<file path="src/rtl/muldiv_sequencer_if.sv">
// Request/response bundle between EX, the muldiv sequencer and the shared
// iterative multiplier/divider. slave = the sequencer, master = everything around it.
interface muldiv_sequencer_if #(
  parameter int XLEN = 64,
  parameter int OP_W = 3
);
  logic            flush;
  logic            in_valid;
  logic            in_ready;
  logic [OP_W-1:0] op;
  logic            word_op;
  logic [XLEN-1:0] src1;
  logic [XLEN-1:0] src2;
  logic            out_valid;
  logic            out_ready;
  logic [XLEN-1:0] result;
  logic            busy;
  logic            mul_valid;
  logic            mul_ready;
  logic [1:0]      mul_sign;
  logic            mul_out_valid;
  logic [XLEN-1:0] mul_hi;
  logic [XLEN-1:0] mul_lo;
  logic            div_valid;
  logic            div_ready;
  logic            div_signed;
  logic            div_out_valid;
  logic [XLEN-1:0] quotient;
  logic [XLEN-1:0] remainder;
  logic [XLEN-1:0] a_out;
  logic [XLEN-1:0] b_out;
  logic            kill;

  modport slave (
    input  flush, in_valid, op, word_op, src1, src2, out_ready,
           mul_ready, mul_out_valid, mul_hi, mul_lo,
           div_ready, div_out_valid, quotient, remainder,
    output in_ready, out_valid, result, busy, mul_valid, mul_sign,
           div_valid, div_signed, a_out, b_out, kill
  );

  modport master (
    output flush, in_valid, op, word_op, src1, src2, out_ready,
           mul_ready, mul_out_valid, mul_hi, mul_lo,
           div_ready, div_out_valid, quotient, remainder,
    input  in_ready, out_valid, result, busy, mul_valid, mul_sign,
           div_valid, div_signed, a_out, b_out, kill
  );
endinterface

</file>
<file path="src/rtl/muldiv_sequencer.sv">
// Sequences one M-extension op at a time through the shared multiplier/divider,
// resolving divide-by-zero and signed overflow locally without engaging the divider.
module muldiv_sequencer #(
  parameter int XLEN = 64,
  parameter int OP_W = 3
) (
  input  logic              clk,
  input  logic              rst,
  muldiv_sequencer_if.slave bus
);

  localparam logic [OP_W-1:0] OP_MUL    = 3'd0;
  localparam logic [OP_W-1:0] OP_MULH   = 3'd1;
  localparam logic [OP_W-1:0] OP_MULHSU = 3'd2;
  localparam logic [OP_W-1:0] OP_MULHU  = 3'd3;
  localparam logic [OP_W-1:0] OP_DIV    = 3'd4;
  localparam logic [OP_W-1:0] OP_DIVU   = 3'd5;
  localparam logic [OP_W-1:0] OP_REM    = 3'd6;
  localparam logic [OP_W-1:0] OP_REMU   = 3'd7;

  localparam logic [XLEN-1:0] ZERO       = {XLEN{1'b0}};
  localparam logic [XLEN-1:0] ALL_ONES   = {XLEN{1'b1}};
  localparam logic [XLEN-1:0] MOST_NEG_D = {1'b1, {(XLEN-1){1'b0}}};
  localparam logic [XLEN-1:0] MOST_NEG_W = {{(XLEN-31){1'b1}}, {31{1'b0}}};

  typedef enum logic [1:0] {
    S_IDLE  = 2'd0,
    S_ISSUE = 2'd1,
    S_WAIT  = 2'd2,
    S_DONE  = 2'd3
  } state_t;

  function automatic logic [XLEN-1:0] sext32(input logic [31:0] v);
    return {{(XLEN-32){v[31]}}, v};
  endfunction

  function automatic logic [XLEN-1:0] zext32(input logic [31:0] v);
    return {{(XLEN-32){1'b0}}, v};
  endfunction

  // W-variant results are always the sign-extended low word, signed or not
  function automatic logic [XLEN-1:0] word_fix(input logic word, input logic [XLEN-1:0] v);
    if (word) begin
      return sext32(v[31:0]);
    end else begin
      return v;
    end
  endfunction

  state_t          state_r;
  logic [OP_W-1:0] op_r;
  logic            word_r;
  logic [XLEN-1:0] a_r;
  logic [XLEN-1:0] b_r;
  logic [XLEN-1:0] result_r;
  logic            out_valid_r;
  logic            busy_r;
  logic            mul_valid_r;
  logic            div_valid_r;
  logic            div_signed_r;
  logic [1:0]      mul_sign_r;
  logic            kill_r;

  logic [OP_W-1:0] eff_op_s;
  logic            is_div_s;
  logic            div_signed_s;
  logic [XLEN-1:0] a_ext_s;
  logic [XLEN-1:0] b_ext_s;
  logic [XLEN-1:0] most_neg_s;
  logic [1:0]      mul_sign_s;
  logic            special_s;
  logic [XLEN-1:0] special_res_s;
  logic [XLEN-1:0] raw_s;
  logic            accept_s;
  logic            unit_ready_s;
  logic            unit_done_s;

  assign bus.in_ready = !rst && (state_r == S_IDLE) && !bus.flush;
  assign accept_s     = bus.in_valid && bus.in_ready;
  assign unit_ready_s = op_r[2] ? bus.div_ready : bus.mul_ready;
  assign unit_done_s  = op_r[2] ? bus.div_out_valid : bus.mul_out_valid;

  // Decode the incoming op: effective op, operand extension, sign fields, special cases
  always_comb begin
    is_div_s     = bus.op[2];
    div_signed_s = bus.op[2] && !bus.op[0];
    if (bus.word_op && !bus.op[2]) begin
      eff_op_s = OP_MUL;
    end else begin
      eff_op_s = bus.op;
    end
    if (bus.word_op) begin
      most_neg_s = MOST_NEG_W;
      if (is_div_s && bus.op[0]) begin
        a_ext_s = zext32(bus.src1[31:0]);
        b_ext_s = zext32(bus.src2[31:0]);
      end else begin
        a_ext_s = sext32(bus.src1[31:0]);
        b_ext_s = sext32(bus.src2[31:0]);
      end
    end else begin
      most_neg_s = MOST_NEG_D;
      a_ext_s    = bus.src1;
      b_ext_s    = bus.src2;
    end
    case (eff_op_s)
      OP_MULH:   mul_sign_s = 2'b11;
      OP_MULHSU: mul_sign_s = 2'b10;
      default:   mul_sign_s = 2'b00;
    endcase
    // op[1] separates REM/REMU from DIV/DIVU
    if (is_div_s && (b_ext_s == ZERO)) begin
      special_s     = 1'b1;
      special_res_s = bus.op[1] ? a_ext_s : ALL_ONES;
    end else if (div_signed_s && (a_ext_s == most_neg_s) && (b_ext_s == ALL_ONES)) begin
      special_s     = 1'b1;
      special_res_s = bus.op[1] ? ZERO : a_ext_s;
    end else begin
      special_s     = 1'b0;
      special_res_s = ZERO;
    end
  end

  // Select the unit output that carries the answer for the latched op
  always_comb begin
    case (op_r)
      OP_MUL:                        raw_s = bus.mul_lo;
      OP_MULH, OP_MULHSU, OP_MULHU:  raw_s = bus.mul_hi;
      OP_DIV, OP_DIVU:               raw_s = bus.quotient;
      OP_REM, OP_REMU:               raw_s = bus.remainder;
      default:                       raw_s = ZERO;
    endcase
  end

  // Sequencer FSM with all of its outputs registered
  always_ff @(posedge clk or posedge rst) begin
    if (rst) begin
      state_r      <= S_IDLE;
      op_r         <= OP_MUL;
      word_r       <= 1'b0;
      a_r          <= ZERO;
      b_r          <= ZERO;
      result_r     <= ZERO;
      out_valid_r  <= 1'b0;
      busy_r       <= 1'b0;
      mul_valid_r  <= 1'b0;
      div_valid_r  <= 1'b0;
      div_signed_r <= 1'b0;
      mul_sign_r   <= 2'b00;
      kill_r       <= 1'b0;
    end else if (bus.flush) begin
      state_r     <= S_IDLE;
      out_valid_r <= 1'b0;
      busy_r      <= 1'b0;
      mul_valid_r <= 1'b0;
      div_valid_r <= 1'b0;
      kill_r      <= (state_r == S_ISSUE) || (state_r == S_WAIT);
    end else begin
      kill_r <= 1'b0;
      case (state_r)
        S_IDLE: begin
          if (accept_s) begin
            op_r         <= eff_op_s;
            word_r       <= bus.word_op;
            a_r          <= a_ext_s;
            b_r          <= b_ext_s;
            mul_sign_r   <= mul_sign_s;
            div_signed_r <= div_signed_s;
            busy_r       <= 1'b1;
            if (special_s) begin
              result_r    <= word_fix(bus.word_op, special_res_s);
              out_valid_r <= 1'b1;
              state_r     <= S_DONE;
            end else begin
              mul_valid_r <= !eff_op_s[2];
              div_valid_r <= eff_op_s[2];
              state_r     <= S_ISSUE;
            end
          end else begin
            state_r <= S_IDLE;
          end
        end
        S_ISSUE: begin
          if (unit_ready_s) begin
            mul_valid_r <= 1'b0;
            div_valid_r <= 1'b0;
            state_r     <= S_WAIT;
          end else begin
            state_r <= S_ISSUE;
          end
        end
        S_WAIT: begin
          if (unit_done_s) begin
            result_r    <= word_fix(word_r, raw_s);
            out_valid_r <= 1'b1;
            state_r     <= S_DONE;
          end else begin
            state_r <= S_WAIT;
          end
        end
        S_DONE: begin
          if (bus.out_ready) begin
            out_valid_r <= 1'b0;
            busy_r      <= 1'b0;
            state_r     <= S_IDLE;
          end else begin
            state_r <= S_DONE;
          end
        end
        default: begin
          out_valid_r <= 1'b0;
          busy_r      <= 1'b0;
          mul_valid_r <= 1'b0;
          div_valid_r <= 1'b0;
          state_r     <= S_IDLE;
        end
      endcase
    end
  end

  assign bus.out_valid  = out_valid_r;
  assign bus.result     = result_r;
  assign bus.busy       = busy_r;
  assign bus.mul_valid  = mul_valid_r;
  assign bus.mul_sign   = mul_sign_r;
  assign bus.div_valid  = div_valid_r;
  assign bus.div_signed = div_signed_r;
  assign bus.a_out      = a_r;
  assign bus.b_out      = b_r;
  assign bus.kill       = kill_r;

endmodule
</file>
<file path="src/flat_wrapper.sv">
// flat-port wrapper written by rule: the top's interface ports become plain ports
module muldiv_sequencer_flat 
#(
  parameter int XLEN = 64,
  parameter int OP_W = 3
)
  (clk, rst, bus_flush, bus_in_valid, bus_op, bus_word_op, bus_src1, bus_src2, bus_out_ready, bus_mul_ready, bus_mul_out_valid, bus_mul_hi, bus_mul_lo, bus_div_ready, bus_div_out_valid, bus_quotient, bus_remainder, bus_in_ready, bus_out_valid, bus_result, bus_busy, bus_mul_valid, bus_mul_sign, bus_div_valid, bus_div_signed, bus_a_out, bus_b_out, bus_kill);
  muldiv_sequencer_if #(.XLEN(XLEN), .OP_W(OP_W)) bus_i ();
  input  logic clk;
  input  logic rst;
  input wire logic [$bits(bus_i.flush)-1:0] bus_flush;
  input wire logic [$bits(bus_i.in_valid)-1:0] bus_in_valid;
  input wire logic [$bits(bus_i.op)-1:0] bus_op;
  input wire logic [$bits(bus_i.word_op)-1:0] bus_word_op;
  input wire logic [$bits(bus_i.src1)-1:0] bus_src1;
  input wire logic [$bits(bus_i.src2)-1:0] bus_src2;
  input wire logic [$bits(bus_i.out_ready)-1:0] bus_out_ready;
  input wire logic [$bits(bus_i.mul_ready)-1:0] bus_mul_ready;
  input wire logic [$bits(bus_i.mul_out_valid)-1:0] bus_mul_out_valid;
  input wire logic [$bits(bus_i.mul_hi)-1:0] bus_mul_hi;
  input wire logic [$bits(bus_i.mul_lo)-1:0] bus_mul_lo;
  input wire logic [$bits(bus_i.div_ready)-1:0] bus_div_ready;
  input wire logic [$bits(bus_i.div_out_valid)-1:0] bus_div_out_valid;
  input wire logic [$bits(bus_i.quotient)-1:0] bus_quotient;
  input wire logic [$bits(bus_i.remainder)-1:0] bus_remainder;
  output wire logic [$bits(bus_i.in_ready)-1:0] bus_in_ready;
  output wire logic [$bits(bus_i.out_valid)-1:0] bus_out_valid;
  output wire logic [$bits(bus_i.result)-1:0] bus_result;
  output wire logic [$bits(bus_i.busy)-1:0] bus_busy;
  output wire logic [$bits(bus_i.mul_valid)-1:0] bus_mul_valid;
  output wire logic [$bits(bus_i.mul_sign)-1:0] bus_mul_sign;
  output wire logic [$bits(bus_i.div_valid)-1:0] bus_div_valid;
  output wire logic [$bits(bus_i.div_signed)-1:0] bus_div_signed;
  output wire logic [$bits(bus_i.a_out)-1:0] bus_a_out;
  output wire logic [$bits(bus_i.b_out)-1:0] bus_b_out;
  output wire logic [$bits(bus_i.kill)-1:0] bus_kill;
  assign bus_i.flush = bus_flush;
  assign bus_i.in_valid = bus_in_valid;
  assign bus_i.op = bus_op;
  assign bus_i.word_op = bus_word_op;
  assign bus_i.src1 = bus_src1;
  assign bus_i.src2 = bus_src2;
  assign bus_i.out_ready = bus_out_ready;
  assign bus_i.mul_ready = bus_mul_ready;
  assign bus_i.mul_out_valid = bus_mul_out_valid;
  assign bus_i.mul_hi = bus_mul_hi;
  assign bus_i.mul_lo = bus_mul_lo;
  assign bus_i.div_ready = bus_div_ready;
  assign bus_i.div_out_valid = bus_div_out_valid;
  assign bus_i.quotient = bus_quotient;
  assign bus_i.remainder = bus_remainder;
  assign bus_in_ready = bus_i.in_ready;
  assign bus_out_valid = bus_i.out_valid;
  assign bus_result = bus_i.result;
  assign bus_busy = bus_i.busy;
  assign bus_mul_valid = bus_i.mul_valid;
  assign bus_mul_sign = bus_i.mul_sign;
  assign bus_div_valid = bus_i.div_valid;
  assign bus_div_signed = bus_i.div_signed;
  assign bus_a_out = bus_i.a_out;
  assign bus_b_out = bus_i.b_out;
  assign bus_kill = bus_i.kill;
  muldiv_sequencer #(.XLEN(XLEN), .OP_W(OP_W)) u_core (.clk(clk), .rst(rst), .bus(bus_i));
endmodule
</file>
<file path="config.mk">
export PLATFORM = sky130hd
export DESIGN_NAME = muldiv_sequencer_flat
export DESIGN_NICKNAME = d
export VERILOG_FILES = /design/src/rtl/muldiv_sequencer_if.sv /design/src/rtl/muldiv_sequencer.sv /design/src/flat_wrapper.sv
export SDC_FILE = /design/constraint.sdc
export NUM_CORES = 1
export LEC_CHECK = 0
export ABC_AREA = 1
export CAP_MARGIN = 0
export CORE_AREA = 4 4 231 233
export DETAILED_ROUTE_END_ITERATION = 12
export DIE_AREA = 0 0 235 237
export SETUP_SLACK_MARGIN = 0.15
export SYNTH_ARGS = -nofsm -noshare
export SYNTH_HDL_FRONTEND = slang
export SYNTH_SLANG_ARGS = --single-unit
</file>
<file path="constraint.sdc">
create_clock -name clk -period 9.75 [get_ports clk]
set_clock_uncertainty 0.2 [all_clocks]
set_input_delay 2.925 -clock clk [delete_from_list [all_inputs] [get_ports clk]]
set_output_delay 2.925 -clock clk [all_outputs]
set_load 0.005 [all_outputs]
</file>
# Word level (Yosys, flattened, before mapping)
# Cells that the tools add are included.
classes:
  addsub: 0
  mul: 0
  div_mod_pow: 0
  n_lt_le_gt_ge: 0
  eq_ne: 23
  shifts: 0
  mux: 48
  bitwise_logic: 1
  n_reduce_logical: 30
ops:
  columns: ["op", "n"]
  rows:
  - ["2-to-1 mux 64 bit", 13]
  - ["one-hot mux 64 bit (4 select lines)", 1]
  - ["one-hot mux 64 bit (2 select lines)", 1]
  - ["equality test 64 bit", 1]
  - ["equality test 64 bit, second input constant", 1]
  - ["zero test 64 bit", 1]
  - ["2-to-1 mux 63 bit", 1]
  - ["2-to-1 mux 1 bit", 20]
  - ["equality test 3 bit, second input constant", 4]
  - ["!= test 3 x 2 -> 1 bit, second input constant", 4]
  - ["2-to-1 mux 2 bit", 5]
  - ["AND reduction 5 bit", 2]
  - ["equality test 3 x 2 -> 1 bit, second input constant", 3]
  - ["logical AND 1 bit", 9]
  - ["one-hot mux 2 bit (4 select lines)", 1]
  - ["equality test 3 x 1 -> 1 bit, second input constant", 2]
  - ["!= test 2 x 1 -> 1 bit, second input constant", 3]
  - ["!= test 3 bit, second input constant", 2]
  - ["one-hot mux 1 bit (2 select lines)", 3]
  - ["AND reduction 3 bit", 2]
  - ["nonzero test 3 bit", 2]
  - ["zero test 1 bit", 5]
  - ["equality test 2 bit, second input constant", 2]
  - ["one-hot mux 2 bit (2 select lines)", 1]
  - ["12 further kinds", 13]
word_totals:
  ff_bits: 206
  latchBits: 0
  ram_bits: 0
  rom_bits: 0
  inputBits: 397
  out_inout_bits: 201
  elab_cells: 115
  mem_count: 0

# Depth between registers and ports, before layout
# Gate-level depths: netlist (run 1).
depth:
  depth_word: 12
  ltp_mapped: 19
  depth_no_buf: 16

# Least setup slack after synthesis (run 1)
# Ideal clock, no wire load.
synth_timing:
  path_type: "in2out"
  from: "input port bus_flush"
  to: "output port bus_in_ready"
  arrival_ns: 3.281
  required_time_ns: 6.625
  slack_ns: 3.344
  cell_stages: 3
  cell_sequence: "nor2_1 > inv_1 > nor2_1"
synth_between:
  elab_chain_len: 2
synth_rtl:
  columns: ["item", "line_no", "rtl"]
  rows:
  - ["start: declaration", "flat_wrapper.sv:11", "input wire logic [$bits(bus_i.flush)-1:0] bus_flush;"]
  - ["zero test 1 bit", "muldiv_sequencer.sv:78", "assign bus.in_ready = !rst && (state_r == S_IDLE) && !bus.flush;"]
  - ["logical AND 1 bit", "muldiv_sequencer.sv:78", null]
  - ["end: declaration", "flat_wrapper.sv:26", "output wire logic [$bits(bus_i.in_ready)-1:0] bus_in_ready;"]
# Every way passes these cells.

# Worst setup path in the final report (run 1)
# Ends and elaborated chain as after synthesis.

==> impl_metrics.tcl, run 1 <==
set metrics [dict create \
    clock_path_buffers 3 \
    run_status "finished clean" \
    grt_use_total_pct 21.7 \
    drt_first_pass_iters 7 \
    yosys-top-cells-count "sky130_fd_sc_hd__nand2_1, sky130_fd_sc_hd__o21ai_0, sky130_fd_sc_hd__dfrtp_1" \
    worst_ir_drop_vdd_mv 0.110 \
    use_met1_pct 27.1 \
    timing.setup.tns_ns 0 \
    critical-path-slowest-cell "sky130_fd_sc_hd__clkdlybuf4s50_1" \
    globalplace.congestion 0.979 \
    grt_first_pass_wirelength_microns 95400 \
    clock.fmax_mhz 130 \
    synth_fp_nets 2258 \
    final_area_sq_um 19800 \
    setup_repair_after_global_routing_missed_its_margin "false" \
    die_y_microns 237 \
    detail-route-antenna-nets 0 \
    vias_per_cell 4.94 \
    async_flop_share_pct 100 \
    synth_top_flop_cell "sky130_fd_sc_hd__dfrtp_1" \
    initial_antenna_violation_count 7 \
    top_area_cells_in_the_synthesized_netlist "sky130_fd_sc_hd__dfrtp_1, sky130_fd_sc_hd__nand2_1, sky130_fd_sc_hd__o21ai_0, sky130_fd_sc_hd__nand3_1, sky130_fd_sc_hd__nor2_1" \
    cts_max_level 1 \
    wirelength_microns 64200 \
    min_path_type "register to register" \
    power.static_leakage_uw 0.00909 \
    yosys_register_bits 206 \
    globalRoute.busiestLayer "met2" \
    arrival_ns 4.57 \
    numClockSinks 206 \
    clock-root-buffer "sky130_fd_sc_hd__clkbuf_16" \
    finalMaxSlewViolations 0 \
    reg2reg_setup_slack_ns 5.81 \
    hold_viol_final 0 \
    criticalPathCategory "input pin to primary output" \
    placement_rows 83 \
    worstMarginPinSlew_ns 1.06 \
    cts_inserted_buffers 26 \
    timing.final.crit_share_pct 78.9 \
    netlist-cell-type-count 31 \
    effective_utilization_at_floorplan_pct 24.4 \
    final_layout_size_suffix_gt1_share_pct 3.55 \
    remaining_drcs 0 \
    yosys.cell_count.top_type "sky130_fd_sc_hd__nand2_1" \
    grt_max_degree 99 \
    slew_limit_headroom_pct 29.6 \
    post_cts.repair.setup_buffers 0 \
    core_area_sq_um 51200 \
    ys_seq_area_share_pct 41.2 \
    placed_area_sq_um 18900 \
    clock_tree_from_tritoncts "done" \
    globalRouteMet3Util_pct 6.16 \
    yosys_warnings 0 \
    grt_pass1_vias 15033 \
    fillerInstances 5385 \
    fp.dieArea_sq_um 55700 \
    cp_cell_sequence "clkdlybuf4s50_1 > nor2_1 > inv_1 > nor2_1 > clkdlybuf4s50_1" \
    met2_usage_pct 35.7 \
    syn-cell-area_sq_um 12500 \
    finalNetCount 2749 \
    die_width_microns 235 \
    critPathRequiredTime_ns 6.63 \
    io_buffers 597 \
    area_growth_pct 58.4 \
    gate_count_after_technology_mapping 1857 \
    min_period_ns 7.69 \
    vias 15083 \
    final_util_pct 38.7 \
    globalRoute.totalOverflow 0 \
    post_synth_edffs 0 \
    ioPinCount 598 \
    critical_path.max_fanout 6 \
    cellPowerDensity_nw_per_um2 161 \
    detail_route.iter0.violations 1159 \
    worst_setup_ep_type "primary output" \
    synth_top_area_share_pct 41.2 \
    detailedPlacementHpwl_microns 48200 \
    number_of_buffers_inserted_for_hold_repair_after_clock_tree_synthesis 0 \
    clk_transition_reported_paths_ns 0.06 \
    setup_viol 0 \
    post_drt_wl_per_cell_microns 21.0 \
    maxCapViolations 0 \
    worstSetupStartpointType "input pin" \
    p_total_uw 3200 \
    postSynthAreaPerCell_sq_um 6.73 \
    ctsResizeCount 0 \
    yosys.area.top_type "sky130_fd_sc_hd__dfrtp_1" \
    skew_pair_late_insertion_delay_ns 0.55 \
    max_stage_delay_ns 0.55 \
]
registers in the layout, indices dropped and copies added (netlist names), 2 cells and up:
signal,cells
u_core.state_r,2
u_core.bus.a_out,64
u_core.bus.mul_sign,2
u_core.bus.b_out,64
u_core.bus.result,64
u_core.op_r,3
worst max-delay path, delay by kind of cell:
| family | cells | cell delay (ns) |
|---|---|---|
| and+or+nand+nor | 2 | 0.46 |
| buffers and inverters | 3 | 1.17 |
final cells by class:
cell class              instances  area (sq um)  share of cell area, %
well taps                     680           851                   4.29
clock buffers                  35           756                   3.81
multi-input cells            1394          6340                   32.0
flip-flops and latches        206          5160                   26.0
diodes                          6          15.0                 0.0758
clock inverters                12           166                  0.840
repair buffers                617          6130                   30.9
inverters                     103           399                   2.01
per-layer routing:
metal | routed length (microns) | vias up
li1 | - | 7150
met1 | 25900 | 7067
met5 | 0 | -
met3 | 5490 | 126
met4 | 2740 | 0
met2 | 30100 | 740
layout by cell type, fill, tap and decap left out, types with 2 or more instances in the layout:
master,netlist,final
sky130_fd_sc_hd__clkdlybuf4s50_1,0,597
sky130_fd_sc_hd__nand2_1,591,587
sky130_fd_sc_hd__o21ai_0,257,256
sky130_fd_sc_hd__dfrtp_1,206,204
sky130_fd_sc_hd__nand3_1,197,197
sky130_fd_sc_hd__nor2_1,158,158
sky130_fd_sc_hd__inv_1,100,95
sky130_fd_sc_hd__nand4_1,81,81
sky130_fd_sc_hd__a31oi_1,64,64
sky130_fd_sc_hd__clkbuf_16,0,27
sky130_fd_sc_hd__buf_4,8,20
sky130_fd_sc_hd__o21ai_1,14,14
sky130_fd_sc_hd__nor3_1,8,8
sky130_fd_sc_hd__diode_2,0,6
sky130_fd_sc_hd__clkinv_2,0,6
sky130_fd_sc_hd__a21oi_1,5,5
sky130_fd_sc_hd__inv_2,2,5
sky130_fd_sc_hd__clkbuf_8,0,5
sky130_fd_sc_hd__ha_1,4,4
sky130_fd_sc_hd__bufinv_16,0,4
sky130_fd_sc_hd__nand2_2,1,3
sky130_fd_sc_hd__clkbuf_1,111,3
sky130_fd_sc_hd__nand2_4,0,2
sky130_fd_sc_hd__inv_4,1,2
sky130_fd_sc_hd__o21a_1,2,2
sky130_fd_sc_hd__or2_2,2,2
sky130_fd_sc_hd__nand3_4,1,2
sky130_fd_sc_hd__o221ai_1,2,2
report_power, final:
group / internal (uW) / switching (uW) / total, uW
Combinational: 511 / 557 / 1070
Clock: 647 / 401 / 1050
Sequential: 989 / 91.4 / 1080
Total: 2150 / 1050 / 3200
worst paths after layout:
check,from,end,depth (start not counted)
max,bus_flush,bus_in_ready,5
min,u_core.bus.result[27],u_core.bus.result[27],2
max reg2reg,u_core.op_r[2],u_core.bus.result[40],10
min reg2reg,u_core.bus.result[27],u_core.bus.result[27],2
max in group asynchronous,rst,u_core.bus.div_signed,3
min in group asynchronous,rst,u_core.bus.kill,2
through the flow:
stage	hold WS (ns)	instances	worst slack [ns]
2_1_floorplan	0.248	1857	1.00
3_3_place_gp	0.261	3000	2.06
3_5_place_dp	0.264	3000	1.99
4_1_cts	0.280	3047	2.06
5_1_grt	0.296	3053	1.95
6_report	0.278	3053	2.06
logic make-up after synthesis:
kind of cell | after synthesis | share of synthesized area (%)
AND/OR/NAND/NOR | 1042 | 35.2
AO/OA/AOI/OAI | 346 | 14.6
buffers and inverters | 257 | 8.39
flip-flops | 206 | 41.2
adder cells (fa/ha/maj) | 4 | 0.400
XOR/XNOR | 1 | 0.0701
multiplexers | 1 | 0.0801
(Power assumes the default switching activity.)
==> run 2, diff against run 1 <==
==> constraint.sdc (replaced) <==
create_clock -name clk -period 7.15 [get_ports clk]
set_clock_uncertainty 0.2 [all_clocks]
set_input_delay 2.145 -clock clk [delete_from_list [all_inputs] [get_ports clk]]
set_output_delay 2.145 -clock clk [all_outputs]
set_load 0.005 [all_outputs]
==> run 2 against run 1 <==
First-iteration DRC count up 0.60%. Sequential cell count is the same. Clock power up 27%. Hold slack improved by 0.0014 ns. Total power grew 33%. Setup slack got worse by 1.1 ns. Critical path type unchanged. Non-clock buffer count is 1 lower. Utilization shrank 0.13 points. Highest routed layer unchanged. Critical endpoint unchanged. Wire length grew 0.96%.
==> impl_metrics.tcl, run 2 (synthesis results as in run 1) <==
set metrics [dict create \
    run_status "finished clean" \
    ctsResizeCount 0 \
    setup_viol 0 \
    cts_max_level 1 \
    skew_pair_late_insertion_delay_ns 0.54 \
    globalplace.congestion 0.931 \
    post_cts.repair.setup_buffers 0 \
    criticalPathCategory "input pin to primary output" \
    core_area_sq_um 51200 \
    mostFrequentLayoutCells "sky130_fd_sc_hd__clkdlybuf4s50_1, sky130_fd_sc_hd__nand2_1, sky130_fd_sc_hd__o21ai_0" \
    final_layout_size_suffix_gt1_share_pct 3.26 \
    timing.final.crit_share_pct 86.0 \
    post_drt_wl_per_cell_microns 21.3 \
    min_path_type "register to register" \
    cts_inserted_buffers 27 \
    globalRoute.totalOverflow 0 \
    die_width_microns 235 \
    placement_rows 83 \
    detail_route.iter0.violations 1166 \
    maxCapViolations 0 \
    grt_use_total_pct 21.9 \
    detail-route-antenna-nets 0 \
    number_of_buffers_inserted_for_hold_repair_after_clock_tree_synthesis 0 \
    clock.fmax_mhz 163 \
    fin_hold_ws_ns 0.279 \
    critPathRequiredTime_ns 4.81 \
    final_area_sq_um 19700 \
    final_util_pct 38.6 \
    numClockSinks 206 \
    ioPinCount 598 \
    setup_repair_after_global_routing_missed_its_margin "false" \
    clock_tree_from_tritoncts "done" \
    wirelength_microns 64900 \
    worstSetupStartpointType "input pin" \
    detailedPlacementHpwl_microns 48100 \
    fp.dieArea_sq_um 55700 \
    vias 15010 \
    placed_cells 2999 \
    io_buffers 597 \
    placed_area_sq_um 18900 \
    worst_ir_drop_vdd_mv 0.189 \
    hold_viol_final 0 \
    clk_transition_reported_paths_ns 0.06 \
    power.static_leakage_uw 0.00904 \
    remaining_drcs 0 \
    timing.setup.tns_ns 0 \
    cellPowerDensity_nw_per_um2 216 \
    initial_antenna_violation_count 10 \
    finalMaxSlewViolations 0 \
    fillerInstances 5330 \
    slew_limit_headroom_pct 30.4 \
    vias_per_cell 4.92 \
    drt_first_pass_iters 5 \
    critical_path.max_fanout 6 \
    finalNetCount 2749 \
    arrival_ns 3.81 \
    worst_setup_ep_type "primary output" \
    grt_max_degree 150 \
    final-instance-count-excl-fill 3051 \
    clock-root-buffer "sky130_fd_sc_hd__clkbuf_16" \
    layout.cells.most_common "sky130_fd_sc_hd__clkdlybuf4s50_1" \
    die_y_microns 237 \
    worstMarginPinSlew_ns 1.04 \
    effective_utilization_at_floorplan_pct 24.4 \
    min_period_ns 6.15 \
    grt_pass1_vias 15235 \
    area_growth_pct 57.9 \
    clock_path_buffers 3 \
    grt_first_pass_wirelength_microns 96200 \
]
run 2: cell count changes in the layout (fill, tap and decap cells not counted), sizes merged:
cell and delta:
buf -1, bufinv -3, clkbuf +5, clkinv -7, clkinvlp +3, diode +1
run 2: layer usage:
layer | part of all wire [%] | up-vias | wire length, microns | track usage (%)
met3 | 8.7 | 72 | 5650 | 5.99
met2 | 49 | 664 | 32000 | 39.0
met4 | 2.0 | 0 | 1310 | 4.40
met5 | 0 | - | 0 | 0
li1 | - | 7148 | - | -
met1 | 40 | 7126 | 25800 | 26.7
run 2: where the power goes:
part           switching, uW  total, uW  internal [uW]
Clock                    541       1330            786
Combinational            748       1440            697
Sequential               139       1490           1350
Total                   1430       4260           2830
run 2: path summary, 6_finish.rpt:
kind,startpoint,endpoint,slack (ns),depth (start not counted)
worst max-delay path,bus_flush,bus_in_ready,1.0,5
worst min-delay path,u_core.bus.result[28],u_core.bus.result[28],0.28,2
worst max register to register,u_core.op_r[2],u_core.bus.result[45],3.18,12
worst min register to register,u_core.bus.result[28],u_core.bus.result[28],0.28,2
max in group asynchronous,rst,u_core.bus.a_out[55],3.99,3
min in group asynchronous,rst,u_core.op_r[0],2.00,3
run 2: final cells by class:
class / count / area (sq um) / share of cell area (%)
clock buffers: 40 / 785 / 3.97
multi-input cells: 1394 / 6340 / 32.1
flip-flops and latches: 206 / 5160 / 26.1
well taps: 680 / 851 / 4.31
diodes: 7 / 17.5 / 0.0887
clock inverters: 5 / 61.3 / 0.310
repair buffers: 616 / 6130 / 31.0
inverters: 103 / 395 / 2.00
run 2: stage by stage:
stage	setup WS [ns]	power [uW]
after floorplan	2.13	2050
after global placement	1.03	2940
after detailed placement	0.958	2950
after CTS	0.981	4310
after global routing	0.881	4500
final	0.999	4260
run 2: critical path: stages:
cell	delay (ns)
sky130_fd_sc_hd__clkdlybuf4s50_1	0.52
sky130_fd_sc_hd__nor2_1	0.23
sky130_fd_sc_hd__inv_1	0.11
sky130_fd_sc_hd__nor2_1	0.23
sky130_fd_sc_hd__clkdlybuf4s50_1	0.56
